$ cat src/rtl/gh_uart_tx_seq.sv
// gh_uart_tx_seq: UART transmit sequencer.
//
// Takes characters from the TX FIFO over a valid/ready handshake and frames each one as
// start bit, DATA_BITS data bits (LSB first), an optional parity bit and one or two stop bits.
// Every bit lasts OVERSAMPLE pulses of the baud-rate enable brc_i.
//
// The data bits are not held in this block. They sit in an external parallel-load,
// right-shifting shift register (zero fill from the MSB side). This block loads that register
// on accept and shifts it once per data bit. The current data bit is read back on sr_lsb_i.
//
// Ports:
//   clk_i         system clock
//   rst_ni        asynchronous reset, active low
//   brc_i         baud-rate enable, one-clock pulse, OVERSAMPLE pulses per bit
//   tx_valid_i    FIFO holds a character
//   tx_data_i     character; bits at and above DATA_BITS are ignored
//   tx_ready_o    sequencer idle, character accepted when tx_valid_i is also high
//   parity_en_i   append a parity bit (latched on accept)
//   parity_even_i 1 = even parity, 0 = odd parity (latched on accept)
//   two_stop_i    1 = two stop bits (latched on accept)
//   brk_i         force the serial line low without disturbing sequencing
//   sr_load_o     shift register parallel load strobe
//   sr_se_o       shift register shift enable
//   sr_d_o        shift register load data
//   sr_lsb_i      shift register bit 0
//   sout_o        serial line
//   busy_o        frame in progress
//   tx_done_o     one-clock pulse in the cycle that completes the last stop bit
module gh_uart_tx_seq #(
  parameter int unsigned DATA_BITS  = 8,
  parameter int unsigned OVERSAMPLE = 16
) (
  input  logic       clk_i,
  input  logic       rst_ni,
  input  logic       brc_i,
  input  logic       tx_valid_i,
  input  logic [7:0] tx_data_i,
  output logic       tx_ready_o,
  input  logic       parity_en_i,
  input  logic       parity_even_i,
  input  logic       two_stop_i,
  input  logic       brk_i,
  output logic       sr_load_o,
  output logic       sr_se_o,
  output logic [7:0] sr_d_o,
  input  logic       sr_lsb_i,
  output logic       sout_o,
  output logic       busy_o,
  output logic       tx_done_o
);

  localparam logic [2:0] StIdle   = 3'd0;
  localparam logic [2:0] StStart  = 3'd1;
  localparam logic [2:0] StData   = 3'd2;
  localparam logic [2:0] StParity = 3'd3;
  localparam logic [2:0] StStop1  = 3'd4;
  localparam logic [2:0] StStop2  = 3'd5;

  localparam logic [3:0] TimerMax = 4'(OVERSAMPLE - 1);
  localparam logic [2:0] BitMax   = 3'(DATA_BITS - 1);
  localparam logic [7:0] DataMask = 8'((1 << DATA_BITS) - 1);

  logic [2:0] state_q, state_d;
  logic [3:0] timer_q, timer_d;
  logic [2:0] bitcnt_q, bitcnt_d;
  logic       par_en_q, par_en_d;
  logic       two_stop_q, two_stop_d;
  logic       parity_q, parity_d;

  logic       idle;
  logic       accept;
  logic       bit_end;
  logic [7:0] data_masked;

  assign idle        = (state_q == StIdle);
  assign accept      = tx_valid_i & idle;
  assign data_masked = tx_data_i & DataMask;
  // brc_i is ignored outside a frame, so the timer only ever runs while busy.
  assign bit_end     = ~idle & brc_i & (timer_q == TimerMax);

  // Next-state logic.
  always_comb begin
    state_d    = state_q;
    timer_d    = timer_q;
    bitcnt_d   = bitcnt_q;
    par_en_d   = par_en_q;
    two_stop_d = two_stop_q;
    parity_d   = parity_q;

    if (!idle && brc_i) begin
      timer_d = bit_end ? 4'd0 : timer_q + 4'd1;
    end

    case (state_q)
      StIdle: begin
        if (accept) begin
          // Frame configuration is captured here and held until the next accept.
          par_en_d   = parity_en_i;
          two_stop_d = two_stop_i;
          parity_d   = (^data_masked) ^ ~parity_even_i;
          timer_d    = 4'd0;
          bitcnt_d   = 3'd0;
          state_d    = StStart;
        end
      end
      StStart: begin
        if (bit_end) begin
          state_d = StData;
        end
      end
      StData: begin
        if (bit_end) begin
          if (bitcnt_q == BitMax) begin
            bitcnt_d = 3'd0;
            state_d  = par_en_q ? StParity : StStop1;
          end else begin
            bitcnt_d = bitcnt_q + 3'd1;
          end
        end
      end
      StParity: begin
        if (bit_end) begin
          state_d = StStop1;
        end
      end
      StStop1: begin
        if (bit_end) begin
          state_d = two_stop_q ? StStop2 : StIdle;
        end
      end
      StStop2: begin
        if (bit_end) begin
          state_d = StIdle;
        end
      end
      default: begin
        state_d = StIdle;
      end
    endcase
  end

  always_ff @(posedge clk_i or negedge rst_ni) begin
    if (!rst_ni) begin
      state_q    <= StIdle;
      timer_q    <= 4'd0;
      bitcnt_q   <= 3'd0;
      par_en_q   <= 1'b0;
      two_stop_q <= 1'b0;
      parity_q   <= 1'b0;
    end else begin
      state_q    <= state_d;
      timer_q    <= timer_d;
      bitcnt_q   <= bitcnt_d;
      par_en_q   <= par_en_d;
      two_stop_q <= two_stop_d;
      parity_q   <= parity_d;
    end
  end

  // Handshake and shift register control.
  // sr_load_o only fires in idle and sr_se_o only in data, so they never overlap.
  assign tx_ready_o = idle;
  assign busy_o     = ~idle;
  assign sr_load_o  = accept;
  assign sr_d_o     = accept ? data_masked : 8'd0;
  assign sr_se_o    = (state_q == StData) & bit_end;
  assign tx_done_o  = bit_end & (((state_q == StStop1) & ~two_stop_q) | (state_q == StStop2));

  // Serial line decode. Break overrides the line but never the sequencing.
  always_comb begin
    sout_o = 1'b1;
    case (state_q)
      StIdle:   sout_o = 1'b1;
      StStart:  sout_o = 1'b0;
      StData:   sout_o = sr_lsb_i;
      StParity: sout_o = parity_q;
      StStop1:  sout_o = 1'b1;
      StStop2:  sout_o = 1'b1;
      default:  sout_o = 1'b1;
    endcase
    if (brk_i) begin
      sout_o = 1'b0;
    end
  end

endmodule

$ cat config.mk
export PLATFORM = sky130hd
export DESIGN_NAME = gh_uart_tx_seq
export DESIGN_NICKNAME = d
export VERILOG_FILES = /design/src/rtl/gh_uart_tx_seq.sv
export SDC_FILE = /design/constraint.sdc
export NUM_CORES = 1
export LEC_CHECK = 0
export BUFFER_PORTS_ARGS = -buffer_cell sky130_fd_sc_hd__buf_2
export CORE_MARGIN = 1
export CORE_UTILIZATION = 50
export CTS_CLUSTER_SIZE = 28
export DETAILED_ROUTE_END_ITERATION = 16
export PLACE_DENSITY = 0.79
export REMOVE_ABC_BUFFERS = 1
export SKIP_LAST_GASP = 1
export SLEW_MARGIN = 10
export SYNTH_ARGS = -nofsm -noshare
export SYNTH_HDL_FRONTEND = slang
export SYNTH_SLANG_ARGS = --single-unit
$ cat constraint.sdc
create_clock -name clk_i -period 3.01 [get_ports clk_i]
set_clock_uncertainty 0.1 [all_clocks]
set_input_delay 0.4515 -clock clk_i [delete_from_list [all_inputs] [get_ports clk_i]]
set_output_delay 0.4515 -clock clk_i [all_outputs]
set_load 0.1 [all_outputs]
; ---- Word level (Yosys, flattened, before mapping)
; Index checks and enable logic that the tools add are counted.
[totals]
output_inout_bits = 14
input_bits = 17
word_cells = 62
ff_bits = 13
[classes]
add_sub_neg = 2
eq_ne = 14
reduce_logical = 8
bitwise_logic = 11
mux = 21
[ops]
columns = operator, n
row1 = $mux W3, 12
row2 = $pmux W3 S6, 1
row3 = $mux W4, 4
row4 = $ne A2 B2 Y1 const B, 6
row5 = $eq A3 B3 Y1 const B, 3
row6 = $mux W8, 1
row7 = $reduce_xor A8 Y1, 1
row8 = $reduce_and A7 Y1, 1
row9 = $and A1 B1 Y1, 6
row10 = $eq A3 B2 Y1 const B, 2
row11 = $pmux W3 S2, 1
row12 = $add A4 B1 Y4 const B, 1
row13 = $eq A4 B4 Y1 const B, 1
row14 = $add A3 B1 Y3 const B, 1
row15 = $eq A3 B1 Y1 const B, 1
row16 = $logic_not A3 Y1, 1
row17 = $not A1 Y1, 3
row18 = $pmux W1 S3, 1
row19 = $reduce_and A3 Y1, 1
row20 = $ne A2 B1 Y1 const B, 1
row21 = $reduce_and A2 Y1, 1
row22 = $reduce_bool A2 Y1, 1
row23 = $logic_and A1 B1 Y1, 1
row24 = $logic_not A1 Y1, 1
row25 = 3 further kinds, 3

; ---- Logic depth before layout (Yosys ltp)
; Gate-level depths: netlist (run 1).
[depth]
depth_word = 8
depth_mapped = 6

; ---- Worst setup path after synthesis (run 1)
; Ideal clock, no wire load.
[synth_path]
path_kind = flip-flop to flip-flop
from = register state_q[1]
to = register timer_q[0]
path_stages_with_launch = 7
period_less_slack_ns = 3.018
t_arrival_ns = 2.823
n_path_buf = 1
path_slack_ns = -0.008
setup_ns = 0.095
cell_sequence = dfrtp_1 -> buf_8 -> nor3_2 -> inv_2 -> nand2_1 -> nand3b_1 -> o31ai_1
[synth_via]
elab_chain_cells = 8
elab_cells_between_ends = 11
classes_between = 4 x mux / 4 x bitwise / 3 x reduce/logical
[synth_rtl]
columns = element, line
row1 = start: declaration, 63  ; logic [2:0] state_q, state_d;
row2 = start signal: assignment, 144  ; state_q <= StIdle;
row3 = start signal: assignment, 151  ; state_q <= state_d;
row4 = $logic_not A3 Y1 (*), 75  ; assign idle = (state_q == StIdle);
row5 = net tx_ready_o, 38  ; output logic tx_ready_o,
row6 = $not A1 Y1 (*), -
row7 = net busy_o, 48  ; output logic busy_o,
row8 = $and A1 B1 Y1 (*) (2 in a row), 79  ; assign bit_end = ~idle & brc_i & (timer_q == TimerMax);
row9 = $mux W4 (*), 91  ; timer_d = bit_end ? 4'd0 : timer_q + 4'd1;
row10 = $mux W4 (*), 90  ; if (!idle && brc_i) begin
row11 = $mux W4, 96  ; if (accept) begin
row12 = $mux W4 (*), 94  ; case (state_q)
row13 = net timer_d[0], 64  ; logic [3:0] timer_q, timer_d;
row14 = end signal: assignment, 152  ; timer_q <= timer_d;
row15 = end: declaration, 64
; Mark *: on every way through the listed nets, which the timed path passes. The rest lies on a longest branch.
; A chain may end at the register's enable or synchronous reset.

; ---- Worst setup path after layout (run 1)
[layout_path]
from = register state_q[1]
to = output sr_d_o[3]
[layout_via]
elab_chain_cells = 3
[layout_rtl]
columns = element, line
row1 = $logic_not A3 Y1, 75
row2 = $and A1 B1 Y1, 76  ; assign accept = tx_valid_i & idle;
row3 = $mux W8, 165  ; assign sr_d_o = accept ? data_masked : 8'd0;
row4 = end: declaration, 45  ; output logic [7:0] sr_d_o,
; Every way passes these cells.

==> results of run 1 <==
-- tightest hold or removal path: stages --
cell,delay (ns)
buf_2,0.07
nand2_1,0.03
o21ai_0,0.06
-- stage by stage --
| stage | power (mW) | instances |
|---|---|---|
| 3_5_place_dp | 0.823 | 149 |
| 6_report | 0.934 | 154 |
| 2_1_floorplan | 0.721 | 93 |
| 5_1_grt | 0.992 | 154 |
| 3_3_place_gp | 0.805 | 149 |
| 4_1_cts | 0.936 | 154 |
-- timing repair --
item | in CTS | in global routing
endpoints found under the hold margin | 13 | 0
buffers inserted | 0 | 0
hold buffers | 1 | 0
setup endpoints to repair | 0 | 0
-- layout make-up --
| class | count | area [um^2] | share of cell area [%] |
|---|---|---|---|
| inverter | 5 | 18.8 | 1.68 |
| clock buffer | 4 | 26.3 | 2.36 |
| timing repair buffer | 32 | 168 | 15.0 |
| tap | 25 | 31.3 | 2.81 |
| sequential | 13 | 325 | 29.2 |
| multi-input combinational | 75 | 546 | 48.9 |
-- path summary, 6_finish.rpt --
check / startpoint / end / slack [ns] / depth (start not counted)
worst max-delay path: state_q[1] / sr_d_o[3] / 0.47 / 4
worst min-delay path: parity_en_i / par_en_q / 0.26 / 3
worst max register to register: state_q[1] / two_stop_q / 1.14 / 4
worst min register to register: parity_q / parity_q / 0.43 / 2
max in group asynchronous: rst_ni / parity_q / 2.10 / 2
min in group asynchronous: rst_ni / timer_q[2] / 0.47 / 2
-- state kept, by name (all words and copies together), names as in the netlist --
register    cells
timer_q         4
bitcnt_q        3
state_q         3
par_en_q        1
parity_q        1
two_stop_q      1
-- placed cells by master (no fill, tap or decap), drive strengths merged --
| cell type | instances |
|---|---|
| a311oi | 1 |
| dlygate4sd3 | 1 |
| o21ai | 6 |
| and2 | 8 |
| a22oi | 2 |
| buf | 31 |
| mux2 | 1 |
| a22o | 6 |
| and4 | 1 |
| dfrtp | 13 |
| or3 | 1 |
| nand2 | 4 |
| xnor2 | 5 |
| nor2 | 6 |
| nand3b | 3 |
| o22ai | 1 |
| xor2 | 2 |
| and3 | 1 |
| a21oi | 8 |
| nor3 | 4 |
| o32ai | 1 |
| nor2b | 3 |
| nand2b | 3 |
| o31ai | 1 |
| a21o | 1 |
| inv | 5 |
| xnor3 | 1 |
| ha | 3 |
| clkbuf | 4 |
| nand3 | 1 |
| nand4 | 1 |
-- where the power goes --
| group | total, mW | internal [mW] | switching, mW |
|---|---|---|---|
| combinational | 0.506 | 0.146 | 0.360 |
| clock | 0.112 | 0.0516 | 0.0603 |
| sequential | 0.316 | 0.230 | 0.0867 |
| total | 0.934 | 0.427 | 0.507 |
-- layer usage --
| metal | GRT usage [%] | routed length [um] | share of wire, % | up-vias |
|---|---|---|---|---|
| met1 | 23.3 | 818 | 44 | 367 |
| met4 | 9.09 | 42 | 2.3 | 0 |
| li1 | - | - | - | 409 |
| met5 | 0 | 0 | 0 | - |
| met2 | 34.8 | 907 | 49 | 38 |
| met3 | 6.00 | 95 | 5.1 | 5 |
-- logic make-up after synthesis --
group | Yosys count
AND/OR/NAND/NOR | 36
adder cells (fa/ha/maj) | 3
flip-flops | 13
XOR/XNOR | 8
AO/OA/AOI/OAI | 27
buffers and inverters | 10
multiplexers | 1
==> metrics.md, run 1 <==
| Metric | Value |
|---|---|
| Vias | `819` |
| I/O pin total | `31` |
| TNS Setup | `0 ns` |
| Slowest cell on the critical path | `dfrtp_1` |
| Most common cell in the netlist | `dfrtp_1` |
| Critical Path Max Stage Delay | `0.56 ns` |
| Cell family with most CP delay | `simple AND/OR/NAND/NOR gates` |
| I/O Buffers | `30` |
| Synthesis-to-finish area growth | `19.9%` |
| Synth top area cells | `dfrtp_1 (35%), a22o_1 (5.7%), and2_1 (5.4%), xnor2_1 (4.7%), ha_1 (4.0%)` |
| Clock Path Buffers | `2` |
| Largest family of logic cells by synthesized area | `simple AND/OR/NAND/NOR gates` |
| CTS sink count | `13` |
| CTS Root Cell | `clkbuf_4` |
| Die height | `45.1 um` |
| Synth top area share | `35.0%` |
| DP Area | `1080 um^2` |
| Tmin final | `2.54 ns` |
| Synth Area in Compound Gates | `19.4%` |
| Initial Util | `53.8%` |
| Vias per Instance | `5.32` |
| Fin worst setup slack | `0.471 ns` |
| Final Core Density | `64.6%` |
| Post-synth EDFFs | `0` |
| Mapped Area | `930 um^2` |
| Power per cell area | `838 nW/um^2` |
| WP buf/inv | `1` |
| Slew Limit Fails | `0` |
| CP Max Fanout | `17` |
| Hold Path Class | `input pin to flip-flop` |
| Post-CTS sizing | `0` |
| DRT Pass-1 Iters | `5` |
| Fin nets | `150` |
| Unique cell type count in the Yosys netlist | `36` |
| Final setup violation count | `0` |
| Place WS | `0.783 ns` |
| First-pass GRT wire length | `2.88 mm` |
| CP Cell Sequence | `nand2b_1 -> nor3_4 -> and2_1 -> buf_2` |
| Clock transition at path regs | `0.08 ns` |
| Fmax | `394 MHz` |
| WL per Instance | `12.1 um` |
| Drt initial violations | `19` |
| Cts bufs inserted | `3` |
| Synth Area in XOR/XNOR | `9.02%` |
| Total Routed Length | `1.86 mm` |
| Hold Fails Final Rpt | `0` |
| Max_cap viols | `0` |
| Rel. slew slack | `66.4%` |
| # diodes | `0` |
| Post-synth top cells | `dfrtp_1 (13), and2_1 (8), a21oi_1 (7)` |
| WP data required | `2.46 ns` |
| Initial antenna violation count | `0` |
| Die area | `2040 um^2` |
| RSZ-0062 raised after global routing | `false` |
| Critical path endpoint category | `primary output` |
| Register area share after synthesis | `35.0%` |
| Vias in the first global route | `689` |
| Synth area leader | `dfrtp_1` |
| Die width | `45.1 um` |
| Run status | `finished, final reports clean` |
| Total GRT Usage | `20.4%` |
| Post-Synth Simple-Gate Area | `25.0%` |
| Leakage | `0.554 nW` |
| Number of synthesized register bits | `13` |
| Site row count | `15` |
| GP Congestion | `0.836` |
| Startpoint Class | `flip-flop` |
| Drt drc | `0` |
| Latest clock arrival within the worst-skew pair | `0.29 ns` |
| Antenna-violating nets left | `0` |
| Post-synthesis mux area share | `1.21%` |
| Fin Hold WS | `0.263 ns` |
| Peak supply drop | `0.551 mV` |
| Placeable core area | `1730 um^2` |
| Primary FF master, synth | `dfrtp_1` |
| Kind of critical path | `flip-flop to primary output` |
| Final instance area | `1110 um^2` |
| Ys async rst share | `100%` |
| Largest net degree at the start of global routing | `18` |
| TritonCTS clock tree | `yes` |
| Grt total ovfl | `0` |
| Ys Warns | `0` |
| Avg Cell Area, Syn | `9.49 um^2` |
| Adder-Cell Fraction of Synth Area | `4.04%` |
| Hpwl dp | `1.42 mm` |
| Tcrit/Tclk final | `84.4%` |
| Worst-Margin Slew | `0.504 ns` |
| Filler Cells Inserted | `170` |
| CTS H-tree lvls | `1` |
| Share of cells above drive strength 1 | `32.6%` |
| Syn Inst Count | `98` |
| WP data arrival | `1.99 ns` |
Power figures use the tool's default switching activity.
==> run 2: changes to the inputs <==
CORE_UTILIZATION = 44   (was 50)
PLACE_DENSITY = 0.74   (was 0.79)
clock period = 2.2 ns   (was 3.01 ns; I/O delays follow)
==> run 2 against run 1 <==
  * Routed wire length rose by 10%
  * Flip-flop and latch count did not move
  * Largest power group unchanged
  * Power rose by 46%
  * Sequential share of layout area fell by 4.2 points
  * Design area rose by 17%
  * Critical endpoint is now sout_o
  * Non-clock buffer count rose by 4
  * Critical path type unchanged
  * Via count rose by 3.9%
  * Register-to-register slack got worse by 0.73 ns
  * Highest routed layer unchanged
  * Count of clock-buffer cells in the layout did not move
==> metrics.md, run 2 (same netlist as run 1, synthesis figures left out) <==
| Metric | Value |
|---|---|
| Run status | `finished, final reports clean` |
| DRT Pass-1 Iters | `4` |
| Drt initial violations | `10` |
| Tmin final | `2.11 ns` |
| Reg with most FFs | `timer_q` |
| Fin nets | `154` |
| Tcrit/Tclk final | `95.7%` |
| Clock transition at path regs | `0.08 ns` |
| Final instance area | `1300 um^2` |
| Commonest non-fill, non-tap cell in the layout | `buf_2` |
| Peak supply drop | `0.696 mV` |
| Die height | `48.0 um` |
| Critical path endpoint category | `primary output` |
| TritonCTS clock tree | `yes` |
| Share of cells above drive strength 1 | `35.3%` |
| Power per cell area | `1050 nW/um^2` |
| Worst r2r src | `state_q[1]` |
| Vias per Instance | `5.32` |
| Antenna-violating nets left | `0` |
| Worst-Margin Slew | `0.495 ns` |
| WP data arrival | `1.68 ns` |
| CTS H-tree lvls | `1` |
| Slew Limit Fails | `0` |
| R2r setup slk | `0.41 ns` |
| Placeable core area | `1980 um^2` |
| First-pass GRT wire length | `2.99 mm` |
| GP Congestion | `0.785` |
| I/O pin total | `31` |
| CP Max Fanout | `13` |
| I/O Buffers | `30` |
| Vias in the first global route | `737` |
| Top flop regs | `timer_q: 4 flops, bitcnt_q: 3 flops, state_q: 3 flops` |
| Fmax | `475 MHz` |
| Kind of critical path | `flip-flop to primary output` |
| Cts bufs inserted | `3` |
| R2R Path End | `two_stop_q` |
| CTS Root Cell | `clkbuf_4` |
| WP data required | `1.77 ns` |
| Clock Path Buffers | `2` |
| Site row count | `16` |
| Total Routed Length | `2.06 mm` |
| Synthesis-to-finish area growth | `40.1%` |
| Vias | `851` |
| Startpoint Class | `flip-flop` |
| Die area | `2300 um^2` |
| Final setup violation count | `0` |
| # diodes | `0` |
| Total GRT Usage | `19.5%` |
| Hold Fails Final Rpt | `0` |
| Hold path depth | `3` |
| Drt drc | `0` |
| Rel. slew slack | `67.2%` |
| Grt total ovfl | `0` |
| Final Core Density | `65.7%` |
| Cells on worst reg2reg path | `5` |
| Hold Path Class | `input pin to flip-flop` |
| Initial Util | `46.9%` |
| Max_cap viols | `0` |
| CTS sink count | `13` |
| Die width | `48.0 um` |
| Hold endpoint | `par_en_q` |
| Max FFs per register | `4` |
| Most frequent cells in the layout | `buf_2 (19), dfrtp_1 (13), buf_12 (10)` |
| Leakage | `0.601 nW` |
| TNS Setup | `0 ns` |
| Initial antenna violation count | `0` |
| Latest clock arrival within the worst-skew pair | `0.28 ns` |
| DP Area | `1250 um^2` |
| RSZ-0062 raised after global routing | `false` |
| Largest net degree at the start of global routing | `17` |
| Hpwl dp | `1.63 mm` |
| WL per Instance | `12.8 um` |
| Hold path startpoint | `parity_en_i` |
## run 2: worst max path at each step
stage	start	to
after detailed placement	timer_q[0]	sr_se_o
after global routing	timer_q[0]	tx_done_o
after global placement	timer_q[0]	sr_se_o
final	state_q[0]	sout_o
after floorplan	state_q[0]	timer_q[3]
after CTS	state_q[2]	sr_d_o[3]
## run 2: where the power goes
part | switching (mW) | internal (mW) | total (mW)
clock network | 0.0787 | 0.0703 | 0.149
logic | 0.510 | 0.280 | 0.790
registers | 0.115 | 0.314 | 0.429
## run 2: metrics by stage
step	hold WS (ns)	total power, mW	std cells	setup WS [ns]
global route	0.165	1.45	160	0.00382
floorplan	-0.0656	0.987	93	-0.975
CTS	0.140	1.37	158	0.0582
global placement	0.129	1.19	153	0.337
detailed placement	0.134	1.21	153	0.294
finish	0.149	1.37	160	0.0938
## run 2: metal layers
layer,wire length [um],global-route usage [%],vias up
met2,1110,37.0,32
li1,-,-,418
met3,127,4.91,5
met4,31,10.0,0
met5,0,0,-
met1,784,19.2,396
## run 2: area by class of cell
class,instances,area [um^2]
Clock buffer,4,26.3
Inverter,5,18.8
Timing Repair Buffer,36,350
Sequential cell,13,325
Multi-Input combinational cell,75,548
Fill cell,159,679
Tap cell,27,33.8
## run 2: repair_timing
item | CTS | global route
resized for setup | 1 | 1
buffers inserted | 0 | 2
hold buffers | 1 | 0
setup endpoints to repair | 1 | 10
pin swaps | 0 | 1
endpoints found under the hold margin | 13 | 0
## run 2: worst max-delay path, cell delays in order, from the launching register on
cell and delay, ns:
dfrtp_1 0.55, a21oi_1 0.19, a311oi_1 0.07, nor2_1 0.14, buf_2 0.44
==> run 3: changes to the inputs <==
PLACE_DENSITY = 0.72   (was 0.74)
==> run 3 against run 2 <==
  * Fmax is 0.70% lower
  * Die area stayed put
  * Power is 0.64% higher
  * Combinational power is 0.5% higher
  * Design area is 0.38% higher
  * Hold slack better by 0.0078 ns
  * Critical endpoint is now sr_se_o
  * Largest cell class unchanged
  * Critical path depth stayed put
  * Via count is 1.3% higher
  * Routed wire length is 1.7% lower
==> metrics.md, run 3 (same netlist as run 1, synthesis figures left out) <==
| Metric | Value |
|---|---|
| Most frequent cells in the layout | `buf_2 (19), dfrtp_1 (13), buf_12 (11)` |
| Placeable core area | `1980 um^2` |
| Slew Limit Fails | `0` |
| Hold path startpoint | `parity_en_i` |
| First-pass GRT wire length | `3.15 mm` |
| Placed Cells | `153` |
| Tot Pwr | `1.38 mW` |
| Peak supply drop | `0.667 mV` |
| DP Area | `1250 um^2` |
| DRT Pass-1 Iters | `4` |
| Top flop regs | `timer_q: 4 flops, bitcnt_q: 3 flops, state_q: 3 flops` |
| Leakage | `0.599 nW` |
| Kind of critical path | `flip-flop to primary output` |
| Critical Path Max Stage Delay | `0.42 ns` |
| Largest net degree at the start of global routing | `17` |
| Grt total ovfl | `0` |
| R2r setup slk | `0.54 ns` |
| TritonCTS clock tree | `yes` |
| Total GRT Usage | `19.6%` |
| Hold path depth | `3` |
| R2R Path End | `timer_q[3]` |
| Initial Util | `46.9%` |
| Hpwl dp | `1.54 mm` |
| Vias per Instance | `5.42` |
| Total Routed Length | `2.02 mm` |
| Tcrit/Tclk final | `96.4%` |
| GP Congestion | `0.806` |
| Tmin final | `2.12 ns` |
| I/O Buffers | `30` |
| Reg with most FFs | `timer_q` |
| RSZ-0062 raised after global routing | `false` |
| Fin nets | `153` |
| Hold endpoint | `par_en_q` |
| # diodes | `0` |
| CTS H-tree lvls | `1` |
| I/O pin total | `31` |
| Slowest cell on the critical path | `dfrtp_1` |
| Commonest non-fill, non-tap cell in the layout | `buf_2` |
| Site row count | `16` |
| Cts bufs inserted | `3` |
| Clock transition at path regs | `0.08 ns` |
| Vias | `862` |
| Power per cell area | `1050 nW/um^2` |
| Latest clock arrival within the worst-skew pair | `0.28 ns` |
| Hold Path Class | `input pin to flip-flop` |
| Die height | `48.0 um` |
| Die area | `2300 um^2` |
| Metal2 WL | `1.07 mm` |
| Drt initial violations | `26` |
| CP Cell Sequence | `ha_1 -> and4_1 -> and3_1 -> buf_4` |
| Run status | `finished, final reports clean` |
| Vias in the first global route | `776` |
| CTS Root Cell | `clkbuf_4` |
| Filler Cells Inserted | `161` |
| Met1 WL | `785 um` |
| Fin Hold WS | `0.157 ns` |
| Antenna-violating nets left | `0` |
| CTS sink count | `13` |
| Share of cells above drive strength 1 | `34.8%` |
| Synthesis-to-finish area growth | `40.6%` |
| Fmax | `471 MHz` |
| Worst-Margin Slew | `0.501 ns` |
| WL per Instance | `12.7 um` |
| Uppermost layer routed | `met4` |
| Final Non-Filler Cells | `159` |
| Hold Fails Final Rpt | `0` |
| Startpoint Class | `flip-flop` |
| Final instance area | `1310 um^2` |
| Clock Path Buffers | `2` |
| Cells on worst reg2reg path | `5` |
| Rel. slew slack | `66.6%` |
| Max_cap viols | `0` |
| Max FFs per register | `4` |
| CP Max Fanout | `5` |
| Worst r2r src | `state_q[0]` |
| Final setup violation count | `0` |
| WP data required | `1.77 ns` |
| Die width | `48.0 um` |
| WP data arrival | `1.69 ns` |
| Drt drc | `0` |
| Initial antenna violation count | `0` |
| Critical path endpoint category | `primary output` |
| DR WL met3 | `114 um` |
-- run 3: cell count changes in the layout (fill, tap and decap cells not counted) --
cell    change
buf_4       -2
buf_12      +1
-- run 3: worst max-delay path, delay by kind of cell (launching register included) --
kind	cells	cell delay (ns)
buf+inv	1	0.28
fa+ha+maj	1	0.24
flops	1	0.42
simple gates	2	0.47
-- run 3: what timing repair did --
action / CTS / global route
pin swaps: 0 / 1
hold buffers: 1 / 0
resized for setup: 1 / 1
endpoints found under the setup margin: 1 / 2
buffers inserted: 0 / 1
hold endpoints to repair: 13 / 0
-- run 3: per-stage QoR --
| step | worst slack [ns] | utilization [%] | TNS, ns |
|---|---|---|---|
| 4_1_cts | 0.0691 | 64.8 | 0 |
| 6_report | 0.0788 | 66.0 | 0 |
| 3_3_place_gp | 0.334 | 62.9 | 0 |
| 3_5_place_dp | 0.285 | 62.9 | 0 |
| 5_1_grt | 0.0183 | 66.0 | 0 |
| 2_1_floorplan | -0.975 | - | -11.23 |
-- run 3: area by class of cell --
cell class / instances / area, um^2 / area share, %
multi-input cells: 75 / 548 / 41.9
repair buffers: 35 / 355 / 27.2
flip-flops and latches: 13 / 325 / 24.9
well taps: 27 / 33.8 / 2.58
clock buffers: 4 / 26.3 / 2.01
inverters: 5 / 18.8 / 1.44
-- run 3: routing by layer --
| metal | GRT usage [%] | vias to the layer above |
|---|---|---|
| met4 | 6.67 | 0 |
| met5 | 0 | - |
| li1 | - | 415 |
| met2 | 36.8 | 45 |
| met1 | 22.4 | 396 |
| met3 | 3.02 | 6 |
-- run 3: how the worst max path moves through the flow --
stage,startpoint,to,slack [ns],cells after the start
final,timer_q[0],sr_se_o,0.08,4
after global routing,state_q[2],tx_ready_o,0.02,2
after CTS,state_q[2],sr_d_o[1],0.07,3
after detailed placement,timer_q[0],sr_se_o,0.28,4
after global placement,timer_q[0],sr_se_o,0.33,4
after floorplan,state_q[0],timer_q[3],-0.97,5
-- run 3: power by group --
group / internal [mW] / total, mW / switching [mW]
Combinational: 0.285 / 0.794 / 0.510
Clock: 0.0703 / 0.151 / 0.0810
Sequential: 0.314 / 0.431 / 0.117
